<file path="src/rtl/axi_pkg.sv">
// Shared AXI types and widths for the write (and future read) subordinate blocks.
package axi_pkg;

    localparam int unsigned AXI_DATA_W = 32;
    localparam int unsigned AXI_ADDR_W = 32;
    localparam int unsigned AXI_STRB_W = AXI_DATA_W / 8;

    typedef enum logic [1:0] {
        FIXED = 2'd0,
        INCR  = 2'd1,
        WRAP  = 2'd2
    } burst_t;

    typedef enum logic [1:0] {
        OKAY   = 2'd0,
        EXOKAY = 2'd1,
        SLVERR = 2'd2,
        DECERR = 2'd3
    } resp_t;

    typedef enum logic [1:0] {
        IDLE = 2'd0,
        DATA = 2'd1,
        RESP = 2'd2
    } wr_state_t;

    // Word-index width for a memory of the given byte size; never narrower than one bit.
    function automatic int unsigned mem_aw(input int unsigned bytes);
        return ($clog2(bytes) > 2) ? int'($clog2(bytes)) - 2 : 1;
    endfunction

endpackage

</file>
<file path="src/rtl/axi_wr_subordinate_if.sv">
// AXI4 write-address, write-data and write-response channels between manager and subordinate.
interface axi_wr_subordinate_if
    import axi_pkg::*;
#(
    parameter int unsigned ID_W = 1
);

    logic [ID_W-1:0]       awid;
    logic [AXI_ADDR_W-1:0] awaddr;
    logic [7:0]            awlen;
    logic [2:0]            awsize;
    logic [1:0]            awburst;
    logic                  awvalid;
    logic                  awready;

    logic [AXI_DATA_W-1:0] wdata;
    logic [AXI_STRB_W-1:0] wstrb;
    logic                  wlast;
    logic                  wvalid;
    logic                  wready;

    logic [ID_W-1:0]       bid;
    logic [1:0]            bresp;
    logic                  bvalid;
    logic                  bready;

    modport master (
        output awid, awaddr, awlen, awsize, awburst, awvalid,
        input  awready,
        output wdata, wstrb, wlast, wvalid,
        input  wready,
        input  bid, bresp, bvalid,
        output bready
    );

    modport slave (
        input  awid, awaddr, awlen, awsize, awburst, awvalid,
        output awready,
        input  wdata, wstrb, wlast, wvalid,
        output wready,
        output bid, bresp, bvalid,
        input  bready
    );

endinterface

</file>
<file path="src/rtl/axi_burst_addr.sv">
// Next beat address for an AXI burst; FIXED and unsupported burst types hold the address.
module axi_burst_addr
    import axi_pkg::*;
(
    input  logic [AXI_ADDR_W-1:0] cur_addr,
    input  logic [2:0]            size,
    input  burst_t                burst,
    output logic [AXI_ADDR_W-1:0] next_addr
);

    always_comb begin
        next_addr = cur_addr;
        if (burst == INCR) begin
            next_addr = cur_addr + (AXI_ADDR_W'(1) << size);
        end
    end

endmodule

</file>
<file path="src/rtl/axi_wr_subordinate.sv">
// AXI4 write subordinate: one burst at a time, each legal beat becomes a registered SRAM word write.
module axi_wr_subordinate
    import axi_pkg::*;
#(
    parameter int unsigned           ID_W      = 1,
    parameter logic [AXI_ADDR_W-1:0] MEM_BASE  = 32'h0000_0000,
    parameter int unsigned           MEM_BYTES = 4096
) (
    input  logic                         ACLK,
    input  logic                         RESETn,
    axi_wr_subordinate_if.slave          s_axi,
    output logic [mem_aw(MEM_BYTES)-1:0] mem_addr,
    output logic [AXI_DATA_W-1:0]        mem_wdata,
    output logic [AXI_STRB_W-1:0]        mem_be,
    output logic                         mem_we
);

    localparam int unsigned MEM_AW = mem_aw(MEM_BYTES);

    wr_state_t             state;
    logic [ID_W-1:0]       id_q;
    logic [AXI_ADDR_W-1:0] cur_addr;
    logic [7:0]            len_q;
    logic [7:0]            cnt;
    logic [2:0]            size_q;
    burst_t                burst_q;
    logic                  err;

    logic [AXI_ADDR_W-1:0] next_addr;
    logic [AXI_ADDR_W-1:0] offset;
    logic                  in_range;
    logic                  aw_hs;
    logic                  w_hs;
    logic                  last_beat;
    logic                  err_nx;

    axi_burst_addr u_burst_addr (
        .cur_addr  (cur_addr),
        .size      (size_q),
        .burst     (burst_q),
        .next_addr (next_addr)
    );

    // Unsigned subtraction makes addresses below the base wrap high and fall out of range.
    assign offset    = cur_addr - MEM_BASE;
    assign in_range  = offset < AXI_ADDR_W'(MEM_BYTES);
    assign aw_hs     = s_axi.awvalid && s_axi.awready;
    assign w_hs      = s_axi.wvalid && s_axi.wready;
    assign last_beat = (cnt == len_q);
    // The beat counter decides where the burst ends; a WLAST that disagrees only flags an error.
    assign err_nx    = err || !in_range || (s_axi.wlast != last_beat);

    always_ff @(posedge ACLK) begin
        if (!RESETn) begin
            state         <= IDLE;
            id_q          <= '0;
            cur_addr      <= '0;
            len_q         <= '0;
            cnt           <= '0;
            size_q        <= '0;
            burst_q       <= FIXED;
            err           <= 1'b0;
            s_axi.awready <= 1'b0;
            s_axi.wready  <= 1'b0;
            s_axi.bvalid  <= 1'b0;
            s_axi.bid     <= '0;
            s_axi.bresp   <= '0;
            mem_we        <= 1'b0;
            mem_addr      <= '0;
            mem_wdata     <= '0;
            mem_be        <= '0;
        end else begin
            mem_we <= 1'b0;
            case (state)
                IDLE: begin
                    s_axi.awready <= 1'b1;
                    if (aw_hs) begin
                        id_q          <= s_axi.awid;
                        cur_addr      <= s_axi.awaddr;
                        len_q         <= s_axi.awlen;
                        size_q        <= s_axi.awsize;
                        burst_q       <= burst_t'(s_axi.awburst);
                        err           <= (s_axi.awsize > 3'd2) || (s_axi.awburst[1] == 1'b1);
                        cnt           <= '0;
                        s_axi.awready <= 1'b0;
                        s_axi.wready  <= 1'b1;
                        state         <= DATA;
                    end
                end
                DATA: begin
                    if (w_hs) begin
                        if (in_range && !err) begin
                            mem_we    <= 1'b1;
                            mem_addr  <= MEM_AW'(offset >> 2);
                            mem_wdata <= s_axi.wdata;
                            mem_be    <= s_axi.wstrb;
                        end
                        err      <= err_nx;
                        cur_addr <= next_addr;
                        cnt      <= cnt + 8'd1;
                        if (last_beat) begin
                            s_axi.wready <= 1'b0;
                            s_axi.bvalid <= 1'b1;
                            s_axi.bid    <= id_q;
                            s_axi.bresp  <= err_nx ? SLVERR : OKAY;
                            state        <= RESP;
                        end
                    end
                end
                RESP: begin
                    if (s_axi.bvalid && s_axi.bready) begin
                        s_axi.bvalid  <= 1'b0;
                        s_axi.awready <= 1'b1;
                        state         <= IDLE;
                    end
                end
                default: begin
                    state <= IDLE;
                end
            endcase
        end
    end

endmodule

</file>
<file path="src/flat_wrapper.sv">
// flat-port wrapper written by rule: the top's interface ports become plain ports
module axi_wr_subordinate_flat import axi_pkg::*;
#(
    parameter int unsigned           ID_W      = 1,
    parameter logic [AXI_ADDR_W-1:0] MEM_BASE  = 32'h0000_0000,
    parameter int unsigned           MEM_BYTES = 4096
)
  (ACLK, RESETn, mem_addr, mem_wdata, mem_be, mem_we, s_axi_awid, s_axi_awaddr, s_axi_awlen, s_axi_awsize, s_axi_awburst, s_axi_awvalid, s_axi_awready, s_axi_wdata, s_axi_wstrb, s_axi_wlast, s_axi_wvalid, s_axi_wready, s_axi_bid, s_axi_bresp, s_axi_bvalid, s_axi_bready);
  axi_wr_subordinate_if #(.ID_W(ID_W)) s_axi_i ();
  input  logic ACLK;
  input  logic RESETn;
  output logic [mem_aw(MEM_BYTES)-1:0] mem_addr;
  output logic [AXI_DATA_W-1:0] mem_wdata;
  output logic [AXI_STRB_W-1:0] mem_be;
  output logic mem_we;
  input wire logic [$bits(s_axi_i.awid)-1:0] s_axi_awid;
  input wire logic [$bits(s_axi_i.awaddr)-1:0] s_axi_awaddr;
  input wire logic [$bits(s_axi_i.awlen)-1:0] s_axi_awlen;
  input wire logic [$bits(s_axi_i.awsize)-1:0] s_axi_awsize;
  input wire logic [$bits(s_axi_i.awburst)-1:0] s_axi_awburst;
  input wire logic [$bits(s_axi_i.awvalid)-1:0] s_axi_awvalid;
  output wire logic [$bits(s_axi_i.awready)-1:0] s_axi_awready;
  input wire logic [$bits(s_axi_i.wdata)-1:0] s_axi_wdata;
  input wire logic [$bits(s_axi_i.wstrb)-1:0] s_axi_wstrb;
  input wire logic [$bits(s_axi_i.wlast)-1:0] s_axi_wlast;
  input wire logic [$bits(s_axi_i.wvalid)-1:0] s_axi_wvalid;
  output wire logic [$bits(s_axi_i.wready)-1:0] s_axi_wready;
  output wire logic [$bits(s_axi_i.bid)-1:0] s_axi_bid;
  output wire logic [$bits(s_axi_i.bresp)-1:0] s_axi_bresp;
  output wire logic [$bits(s_axi_i.bvalid)-1:0] s_axi_bvalid;
  input wire logic [$bits(s_axi_i.bready)-1:0] s_axi_bready;
  assign s_axi_i.awid = s_axi_awid;
  assign s_axi_i.awaddr = s_axi_awaddr;
  assign s_axi_i.awlen = s_axi_awlen;
  assign s_axi_i.awsize = s_axi_awsize;
  assign s_axi_i.awburst = s_axi_awburst;
  assign s_axi_i.awvalid = s_axi_awvalid;
  assign s_axi_awready = s_axi_i.awready;
  assign s_axi_i.wdata = s_axi_wdata;
  assign s_axi_i.wstrb = s_axi_wstrb;
  assign s_axi_i.wlast = s_axi_wlast;
  assign s_axi_i.wvalid = s_axi_wvalid;
  assign s_axi_wready = s_axi_i.wready;
  assign s_axi_bid = s_axi_i.bid;
  assign s_axi_bresp = s_axi_i.bresp;
  assign s_axi_bvalid = s_axi_i.bvalid;
  assign s_axi_i.bready = s_axi_bready;
  axi_wr_subordinate #(.ID_W(ID_W), .MEM_BASE(MEM_BASE), .MEM_BYTES(MEM_BYTES)) u_core (.ACLK(ACLK), .RESETn(RESETn), .s_axi(s_axi_i), .mem_addr(mem_addr), .mem_wdata(mem_wdata), .mem_be(mem_be), .mem_we(mem_we));
endmodule
</file>
<file path="config.mk">
export PLATFORM = sky130hd
export DESIGN_NAME = axi_wr_subordinate_flat
export DESIGN_NICKNAME = d
export VERILOG_FILES = /design/src/rtl/axi_pkg.sv /design/src/rtl/axi_wr_subordinate_if.sv /design/src/rtl/axi_burst_addr.sv /design/src/rtl/axi_wr_subordinate.sv /design/src/flat_wrapper.sv
export SDC_FILE = /design/constraint.sdc
export NUM_CORES = 1
export LEC_CHECK = 0
export BUFFER_PORTS_ARGS = -buffer_cell sky130_fd_sc_hd__buf_4
export CORE_ASPECT_RATIO = 1.75
export CORE_MARGIN = 2
export CORE_UTILIZATION = 45
export DETAILED_ROUTE_END_ITERATION = 7
export HOLD_SLACK_MARGIN = 0.08
export PLACE_DENSITY = 0.73
export SLEW_MARGIN = 5
export SYNTH_ARGS = -nofsm -noshare
export SYNTH_HDL_FRONTEND = slang
export SYNTH_SLANG_ARGS = --single-unit
export TNS_END_PERCENT = 100
</file>
<file path="constraint.sdc">
create_clock -name ACLK -period 2.72 [get_ports ACLK]
set_clock_uncertainty 0.1 [all_clocks]
set_input_delay 0.408 -clock ACLK [delete_from_list [all_inputs] [get_ports ACLK]]
set_output_delay 0.408 -clock ACLK [all_outputs]
set_load 0.03 [all_outputs]
</file>
# Word-level counts from Yosys, hierarchy flattened
# Cells that the tools add are included.
[op_classes]
shift = 1
addsub = 2
n_eq_ne = 10
n_reduce_logical = 23
muxes = 28
magnitude_cmp = 2
[op_table]
columns = ["operator", "count"]
rows = [
  ["two-way mux 32 bit", 3],
  ["case mux 32 bit (2 select lines)", 1],
  ["adder 32 bit", 1],
  ["less-than comparator 32 x 13 -> 1 bit (second input constant)", 1],
  ["<< shifter 1 x 3 -> 32 bit (first input constant)", 1],
  ["two-way mux 8 bit", 2],
  ["case mux 8 bit (2 select lines)", 1],
  ["AND reduction 4 bit", 4],
  ["AND reduction 3 bit", 4],
  ["two-way mux 1 bit", 11],
  ["two-way mux 2 bit", 5],
  ["adder 8 x 1 -> 8 bit (second input constant)", 1],
  ["== test 8 bit", 1],
  ["!= test 2 x 1 -> 1 bit (second input constant)", 4],
  ["case mux 1 bit (2 select lines)", 4],
  ["case mux 2 bit (3 select lines)", 1],
  ["nonzero test 2 bit", 3],
  ["== test 2 x 1 -> 1 bit (second input constant)", 2],
  ["logical AND 1 bit", 4],
  ["AND reduction 2 bit", 2],
  ["> comparator 3 x 2 -> 1 bit (second input constant)", 1],
  ["logical OR 1 bit", 3],
  ["== test 2 bit (second input constant)", 1],
  ["zero test 1 bit", 2],
  ["other kinds (3)", 3],
]
[totals]
output_inout_bits = 53
ff_bits = 110
in_bits = 88
word_cells = 83

# Depth between registers and ports, before layout
# Gate-level depths: netlist of run 1.
[depth]
depth_word = 6
mapped_depth = 11
mapped_depth_nobuf = 9

# Modules after synthesis
# From an unflattened synthesis of run 1, not the netlist that was laid out.
[unflattened]
cells_unflattened = 684
area_unflattened_um2 = 5919.4
[by_module_without_submodules]
columns = ["module", "cells_per_inst", "instances", "seq_area_each_um2", "area_each_um2"]
rows = [
  ["axi_wr_subordinate", 528, 1, 2182.1, 4850.9],
  ["axi_burst_addr", 156, 1, 0.0, 1068.5],
]

# Worst setup path after synthesis of run 1
# No wires, ideal clock.
[synth_path]
path_type = "reg2reg"
from = "register u_core.size_q[0]"
to = "register u_core.cur_addr[26]"
period_less_slack_ns = 2.722
slack_ns = -0.002
setup_ns = 0.074
required_time_ns = 2.546
n_path_buf = 2
arrival_ns = 2.548
stages_incl_launch_ff = 11
cell_sequence = "dfxtp_1 clkbuf_1 nor3b_1 fa_1 a211oi_1 o21ai_0 o21a_1 buf_2 nand4_1 or4_1 a31oi_1"
[synth_via]
elab_chain_len = 5
[synth_lines]
columns = ["element", "line_no", "text"]
rows = [
  ["start: declaration", "axi_wr_subordinate.sv:25", "logic [2:0] size_q;"],
  ["start signal: assignment", "axi_wr_subordinate.sv:81", "size_q <= s_axi.awsize;"],
  ["<< shifter 1 x 3 -> 32 bit", "axi_burst_addr.sv:14", "next_addr = cur_addr + (AXI_ADDR_W'(1) << size);"],
  ["adder 32 bit", "axi_burst_addr.sv:14", ""],
  ["two-way mux 32 bit", "axi_burst_addr.sv:13", "if (burst == INCR) begin"],
  ["two-way mux 32 bit", "axi_wr_subordinate.sv:91", "if (w_hs) begin"],
  ["case mux 32 bit (2 select lines)", "axi_wr_subordinate.sv:74", "case (state)"],
  ["end signal: assignment", "axi_wr_subordinate.sv:79", "cur_addr <= s_axi.awaddr;"],
  ["end signal: assignment", "axi_wr_subordinate.sv:99", "cur_addr <= next_addr;"],
  ["end: declaration", "axi_wr_subordinate.sv:22", "logic [AXI_ADDR_W-1:0] cur_addr;"],
]
# No other way between the ends. The select of a mux whose other input is x is not followed.
# A chain may end at the register's enable or synchronous reset.

# Final worst setup path of run 1
[layout_path]
from = "register u_core.size_q[0]"
to = "register u_core.cur_addr[29]"
# Same word-level chain as after synthesis.

==> results list, run 1 <==
- The tool flagged a number of max-cap violations equal to 0.
- Top flip-flop cell by instance count after synthesis: dfxtp_1
* Clock latency at the later pin of the worst-skew pair: 350 ps
- CTS H-tree lvls: 3
* Synthesized Nets: slightly below 800
- Dividing the detail-routed via count by the number of cells gives 5.775.
* Mean instance size in the synthesized netlist: 7.713 sq um
- I/O pin total: 141
- FFs w/ async S/R, synth: 0%
- On the critical path, the stage with the largest delay is an instance of dfxtp_2.
- Number of global-route vias before repair: 5187
- Number of standard cells after synthesis: about 690
- Number of endpoints failing setup at the final stage: 0
- The setup path with the least slack is of type flip-flop to flip-flop.
* Total global routing overflow: 0
- Met3 track demand over resource: 4.634%
- Met1 track demand over resource: 25.66%
- After synthesis the netlist holds a flip-flop and latch count of 109.
- Count of buffers added by post-CTS timing repair for setup: 0
- On the worst path, the slowest cell contributes a delay of 410 ps.
- Bufs on Longest Clock Path: 2
- Global-route wire length before repair: 24.71 mm
- Peak clock frequency supported by timing: 0.3884 GHz
- Placer congestion estimate: roughly 0.92
- The tree is rooted in a clkbuf_16.
- Final critical-path share of the clock period: 94.66%
- The path class of the tightest hold or removal check is input port to flip-flop.
- Port buffering added 139 buffers.
- The region available for standard cell placement spans 11520 sq um.
- In this run the core area contains 52 standard-cell rows.
- Along the worst path, the maximum fanout reaches 9.
- EDFF count, synth: 0
* Clk sinks: 109
* IR drop worst, VDD: 0.0003187 V
- Remaining antenna violation count: 0
* RSZ-0062 raised after global routing: false
- The library cell used most frequently in the layout, excluding fill and tap cells, is nand2_1.
- From left edge to right edge, the die measures 86.09 um.
- GRT Overall Usage: 24.11%
- Layout cell share with drive strength beyond 1: approximately a quarter
* Count of distinct cell types in the synthesized netlist: 60
* Post-detailed-routing wire length: 15.61 mm
- The run finished with clean final reports.
- Drt pass-1 iters: 5
* Max_slew headroom: between 50% and 60%
* Arrival time at the worst endpoint: 2750 ps
* Clock buffer count from CTS: 9
- The final route contains 5475 vias.
- Total negative slack for setup checks: 0 ps
- Die ar.: 12710 sq um
* Hold path cells: 2
- The final number of max-transition violations is 0.
- The worst path in the final design needs a cycle of around 2600 ps, including I/O delays and setup.
- Traced cell by cell, the critical path runs through and3b_1 -> ha_1 -> and2_1 -> nand2_1 -> a21oi_1 -> o2111ai_2 -> buf_4 -> or4_1 -> a31oi_1.
- DP Wirelength: ~11 mm
- Pin count of the biggest net entering global routing: 47
* Sequential area share after synthesis: 41.12%
- Top library cells by usage in the layout, fill and taps aside: 172 x nand2_1, 156 x buf_4, 106 x dfxtp_1
- Initial antenna violation count: 0
- 0 antenna diodes ended up in the layout.
- Power spread over the standard cell area amounts to 511.8 nW/um^2.
- For this run, the post-layout net count is ~900.
- Mean routed wirelength per cell: 16.47 um
* Drt initial violations: 249
- Initial Utilization: around 46%
- Fin worst setup slack: 145.4 ps
* Synth Cell Area: 5306 sq um
* Worst-margin pin slew: between 700 and 800 ps
- After clock tree synthesis, the clock-pin slew on the worst setup and hold paths is 80 ps.
- The floorplan step set the die height to 147.7 um.
- Category of the worst setup path capture point: flip-flop
- Layer with the highest usage: met2
- STA classifies the critical path startpoint as a flip-flop.
* Clock tree from TritonCTS: yes
- The total count of hold-check failures in the final report came to 0.
- Pre-CTS worst setup slack: 111.3 ps
- Number of cells on the worst reg-to-reg path: 9
* DRC viols: 0
- Area grow syn2layout: 27.94%
- For this run, the number of Yosys warnings is 0.
* Met2 demand-to-capacity share in global routing: 44.53%
* Required time of the critical path: 2900 ps
- Leakage: ~0.0027 uW
[layout make-up]
class,instances,area (sq um)
Sequential cell,109,2186
Fill cell,1070,4727
Timing Repair Buffer,159,1231
Multi-Input combinational cell,525,2898
Clock buffer,9,225.2
Tap cell,135,168.9
Inverter,4,15.01
Clock inverter,7,65.06
[sequential cells by signal (all words and copies together), names as in the netlist, 2 cells and up]
register and cells:
u_core.state 2, u_core.size_q 3, u_core.len_q 8, u_core.mem_addr 10, u_core.cnt 8, u_core.cur_addr 32
u_core.mem_wdata 32, u_core.mem_be 4, u_core.burst_q 2
[critical path: cells and delay by family, from the launching register on]
kind,cells,cell delay [ps]
AOI/OAI and AO/OA,3,570
buffers and inverters,1,200
adders and majority gates,1,360
and+or+nand+nor,4,840
DFF,1,410
[final timing paths]
| kind | start | to | slack [ps] |
|---|---|---|---|
| min reg2reg | u_core.mem_wdata[9]$_SDFFE_PN0P_ | u_core.mem_wdata[9]$_SDFFE_PN0P_ | 360 |
| max reg2reg | u_core.size_q[0]$_SDFFE_PN0P_ | u_core.cur_addr[29]$_SDFFE_PN0P_ | 150 |
| min | s_axi_bready | u_core.s_axi.bvalid$_SDFFE_PN0P_ | 160 |
| max | u_core.size_q[0]$_SDFFE_PN0P_ | u_core.cur_addr[29]$_SDFFE_PN0P_ | 150 |
[per-layer routing]
layer  routed length [um]  vias up  part of all wire (%)
met5                    0        -                     0
met4                  489        0                   3.1
met3                  805       36                   5.2
met2                 8357      199                    54
met1                 5956     2563                    38
li1                     -     2677                     -
[cells in the mapped netlist (7+ instances only)]
| cell type | n | area share, % |
|---|---|---|
| nand2_1 | 172 | 12 |
| dfxtp_1 | 109 | 41 |
| a21oi_1 | 93 | 8.8 |
| clkbuf_1 | 38 | 2.7 |
| nor2_1 | 38 | 2.7 |
| o21ai_0 | 22 | 2.1 |
| nand3_1 | 20 | 1.9 |
| nand4_1 | 16 | 1.9 |
| a31oi_1 | 14 | 1.7 |
| nor3_1 | 13 | 1.2 |
| nor4_1 | 12 | 1.4 |
| xnor2_1 | 12 | 2.0 |
| and3_1 | 9 | 1.1 |
| ha_1 | 9 | 2.1 |
| a21oi_2 | 8 | 1.3 |
| o211ai_1 | 7 | 0.99 |
[logic make-up (layout without fill, tap and decap cells)]
group                      Yosys count  count (layout)  synth area share, %
DFF                                109             109                41.12
buffers and inverters               54             179                4.763
adders and majority gates           10              10                2.499
muxes                                1               1               0.1886
other                                1               1              0.07067
AOI/OAI and AO/OA                  185             185                21.29
xor gates and xnor gates            18              18                2.971
and+or+nand+nor                    310             310                27.09
[metrics by stage]
| stage | utilization, % | area, sq um | std cells | power (uW) | hold slack, ps |
|---|---|---|---|---|---|
| 6_report | 58.95 | 6789 | 948 | 3475 | 156.5 |
| 5_1_grt | 58.95 | 6789 | 948 | 3625 | 171.4 |
| 4_1_cts | 58.78 | 6769 | 948 | 3502 | 153.3 |
| 3_5_place_dp | 56.21 | 6474 | 932 | 2225 | 344.8 |
| 3_3_place_gp | 56.21 | 6474 | 932 | 2214 | 339.7 |
| 2_1_floorplan | - | 5306 | 688 | 2020 | 336.0 |
[where the power goes]
group | switching [uW] | internal [uW] | total (uW)
Combinational | 257 | 213 | 471
Sequential | 76.7 | 1650 | 1730
Clock | 638 | 639 | 1280
[repair_timing]
item                                    4_1_cts  5_1_grt
endpoints found under the setup margin        1       12
pin swaps                                     0        0
gates resized for setup                       1        6
cloned                                        0        0
hold buffers                                  0        0
(Power assumes the default switching activity.)
==> run 2: changes to the inputs <==
ABC_AREA = 1   (was not set)
PLACE_DENSITY = 0.72   (was 0.73)
==> run 2 against run 1 <==
Clock power grew 11%; routed wire length grew 5.6%; worst setup slack gained 110 ps; highest routed layer unchanged; register-to-register slack gained 110 ps; largest cell class unchanged; design area grew 4.4%; utilization shrank 0.21 points.
==> results list, run 2 <==
- The flow ran to the end, and the final reports show no timing, DRC or antenna violations.
- Initial antenna violation count: 0 (unchanged)
- The fraction of layout cells with a size suffix above 1 is 18.13% (-6.1 points).
- Clock buffer count from CTS: 9 (unchanged)
- The number of rows in the core area was 53 (+1.9%).
- Total negative slack for setup checks: 0 ps (unchanged)
* CP Launch Type: flip-flop
* Power per standard cell area: 513.7 nW/um^2 (+0.37%)
* Count of distinct cell types in the synthesized netlist: 33 (-45%)
- Library cell contributing the largest single delay on the critical path: dfxtp_1
* Clock root buffer master: clkbuf_16
- The final setup violation count came to 0 (unchanged).
* Dominant cell type by area after synthesis: dfxtp_1
- GRT Overall Usage: 25.17% (+1.1 points)
* Clock tree from TritonCTS: yes
- The synthesized netlist cell count was 854 (+24%).
- Global-route wire length before repair: 26.30 mm (+6.4%)
- The critical path goes through nor3_1 -> ha_1 -> fa_1 -> nand2_1 -> a21oi_1 -> nand2_1 -> nand2_1 -> nand3_1 -> o21ai_0 -> nand2_1 -> a21oi_1.
* FFs w/ async S/R, synth: 0% (unchanged)
* Area of the core: 12070 sq um (+4.8%)
* IR drop worst, VDD: 0.0003238 V (+1.6%)
* Worst-margin pin slew: 722.2 ps (+18.13 ps)
- Synthesized Nets: 952 (+21%)
- Portion of total power attributed to the clock network: 39.1% (+2.3 points)
- The number of flops mapped to enable cells by yosys is 0 (unchanged).
- Leading registers by flop count: u_core.cur_addr (32), u_core.mem_wdata (32), u_core.mem_addr (10)
* Mean number of vias per cell: 5.164 (-11%)
- Slew Viols, Final: 0 (unchanged)
- The worst setup path is captured at a flip-flop.
* Die ar.: 13350 sq um (+5.0%)
* Pin count of the biggest net entering global routing: 72 (+53%)
* Worst hold margin: 167.3 ps (+10.81 ps)
* Buffers added on ports: 139 (unchanged)
* Drt pass-1 iters: 5 (unchanged)
* Final Instance Count excl. Fillers: 1147 (+21%)
- The leakage power of the design is 0.003203 uW (+21%).
* Maximum fanout along the worst path: 6 (-3)
* Top library cells by usage in the layout, fill and taps aside: 181 x nand2_1, 175 x nor2_1, 149 x buf_4
- The violation count after the first detailed-routing iteration was 212 (-15%).
* Arrival time at the worst endpoint: 2630 ps (-120 ps)
- Number of global-route vias before repair: 5550 (+7.0%)
- The worst setup path is of the flip-flop to flip-flop kind.
- CTS H-tree lvls: 3 (unchanged)
* Minimum clock period: 2467 ps (-107.2 ps)
- The number of nets still failing antenna checks after routing is 0 (unchanged).
- The wire length per cell after detailed routing came to 14.37 um (-13%).
- The final core utilization is 58.74% (-0.21 points).
- Combinational share of power: 13.8% (+0.3 points)
* Initial Utilization: 46.26% (+0.18 points)
- Most repeated cell in the gate-level netlist after synthesis: nand2_1
- The overall routed net length was 16.49 mm (+5.6%).
* Final hold viol count: 0 (unchanged)
- #FFs+latches synth: 109 (unchanged)
- Switching share of power: 28.17% (+0.19 points)
- CP peak stage delay: 370 ps (-40 ps)
- Required time of the critical path: 2890 ps (about the same)
* Placer congestion estimate: 0.9642 (+5.1%)
* Bufs on Longest Clock Path: 2 (unchanged)
- The share of the clock period used by the worst path after layout was 90.72% (-3.9 points).
* Mean instance size in the synthesized netlist: 6.537 sq um (-15%)
* DP Wirelength: 12.31 mm (+9.1%)
* Clk sinks: 109 (unchanged)
- The number of max-capacitance violations reported is 0 (unchanged).
- Fraction of synthesized cell area taken by the top area cell type: 39.09% (-2.0 points)
- The net switching component of the power came to 1026 uW (+5.5%).
- Most common library cell in the layout ignoring fill and taps: nand2_1
* Synth Cell Area: 5583 sq um (+5.2%)
- Horizontal die dimension: 88.20 um (+2.5%)
- RSZ-0062 raised after global routing: false
- The most used flip-flop cell after synthesis is dfxtp_1.
- The area growth from synthesis to layout is 26.98%.
- Sorting the synthesized cells by area gives the leading types as dfxtp_1 39%, nand2_1 12%, nor2_1 12%.
* I/O pin total: 141 (unchanged)
* Reg clk slew, reported paths: 90 ps (about the same)
- Vert. Die Dim: 151.3 um (+2.5%)
* Antenna cells: 0 (unchanged)
- The path class of the tightest hold or removal check is input port to flip-flop.
* Relative contribution of sequential cells to total power: 47.1% (-2.6 points)
- Peak clock frequency supported by timing: 0.4053 GHz (+4.3%)
- Int Pwr: 2616 uW (+4.5%)
* Most frequent cell on the critical path: nand2_1
* Warnings from Yosys: 0 (unchanged)
* Total global routing overflow: 0 (unchanged)
- Sequential area share after synthesis: 39.09% (-2.0 points)
- Max_slew headroom: 51.55% (-1.4 points)
- The number of remaining DRC errors was 0 (unchanged).
- The worst-skew pair later-pin latency came to 350 ps (about the same).
* Placed Cells: 1131 (+21%)
* NumNets Final: 1075 (+19%)
* Most frequent cells after synthesis: 181 x nand2_1, 175 x nor2_1, 109 x dfxtp_1
* Routed vias: 5923 (+8.2%)
- Number of hold buffers added after cts: 0 (unchanged)
==> run 2: kinds of logic after synthesis <==
kind of cell	after synthesis	synth area share (%)
adders and majority gates	10	2.376
and+or+nand+nor	461	34.42
buffers and inverters	104	7.485
xor gates and xnor gates	13	2.039
DFF	109	39.09
AOI/OAI and AO/OA	156	14.52
other	1	0.06717
==> run 2: path summary, 6_finish.rpt <==
check	start	cells past startpoint	slack (ps)	end
setup / recovery	u_core.size_q[0]$_SDFFE_PN0P_	11	250	u_core.cur_addr[12]$_SDFFE_PN0P_
hold reg to reg	u_core.s_axi.bid$_SDFFE_PN0P_	2	350	u_core.s_axi.bid$_SDFFE_PN0P_
hold / removal	s_axi_wdata[11]	3	170	u_core.mem_wdata[11]$_SDFFE_PN0P_
setup reg to reg	u_core.size_q[0]$_SDFFE_PN0P_	11	250	u_core.cur_addr[12]$_SDFFE_PN0P_
==> run 2: per-stage QoR <==
step / total power [uW] / worst slack (ps) / area (sq um)
floorplan: 2045 / 706.5 / 5583
global placement: 2250 / 221.5 / 6761
detailed placement: 2255 / 197.3 / 6761
CTS: 3666 / 174.8 / 7084
global route: 3793 / 46.31 / 7089
finish: 3642 / 252.5 / 7089
==> run 2: area by class of cell <==
class	instances	area, sq um
Timing Repair Buffer	150	1139
Sequential cell	109	2182
Multi-Input combinational cell	641	2992
Inverter	66	247.7
Tap cell	165	206.4
Clock inverter	7	97.59
Fill cell	1237	4980
Clock buffer	9	225.2
==> run 2: critical path: cells and delay by family, from the launching register on <==
family,cells,cell delay (ps)
and+or+nand+nor,6,890
adders and majority gates,2,470
DFF,1,370
AOI/OAI and AO/OA,3,550
==> run 2: power groups by stage <==
stage / clock network [uW] / logic, uW / registers (uW)
3_5_place_dp: 0 / 503 / 1750
2_1_floorplan: 0 / 297 / 1750
3_3_place_gp: 0 / 499 / 1750
4_1_cts: 1450 / 505 / 1710
5_1_grt: 1510 / 562 / 1720
6_report: 1420 / 501 / 1720
==> run 2: timing repair <==
item | in CTS | in global routing
gates resized for setup | 0 | 1
buffers inserted | 0 | 0
setup endpoints to repair | 0 | 2
==> run 2: per-layer routing <==
metal / track usage [%] / wire (um) / vias up
met1: 27.25 / 6145 / 2665
met2: 44.02 / 8639 / 187
met4: 13.64 / 754 / 0
li1: - / - / 3021
met3: 6.104 / 947 / 50
met5: 0 / 0 / -
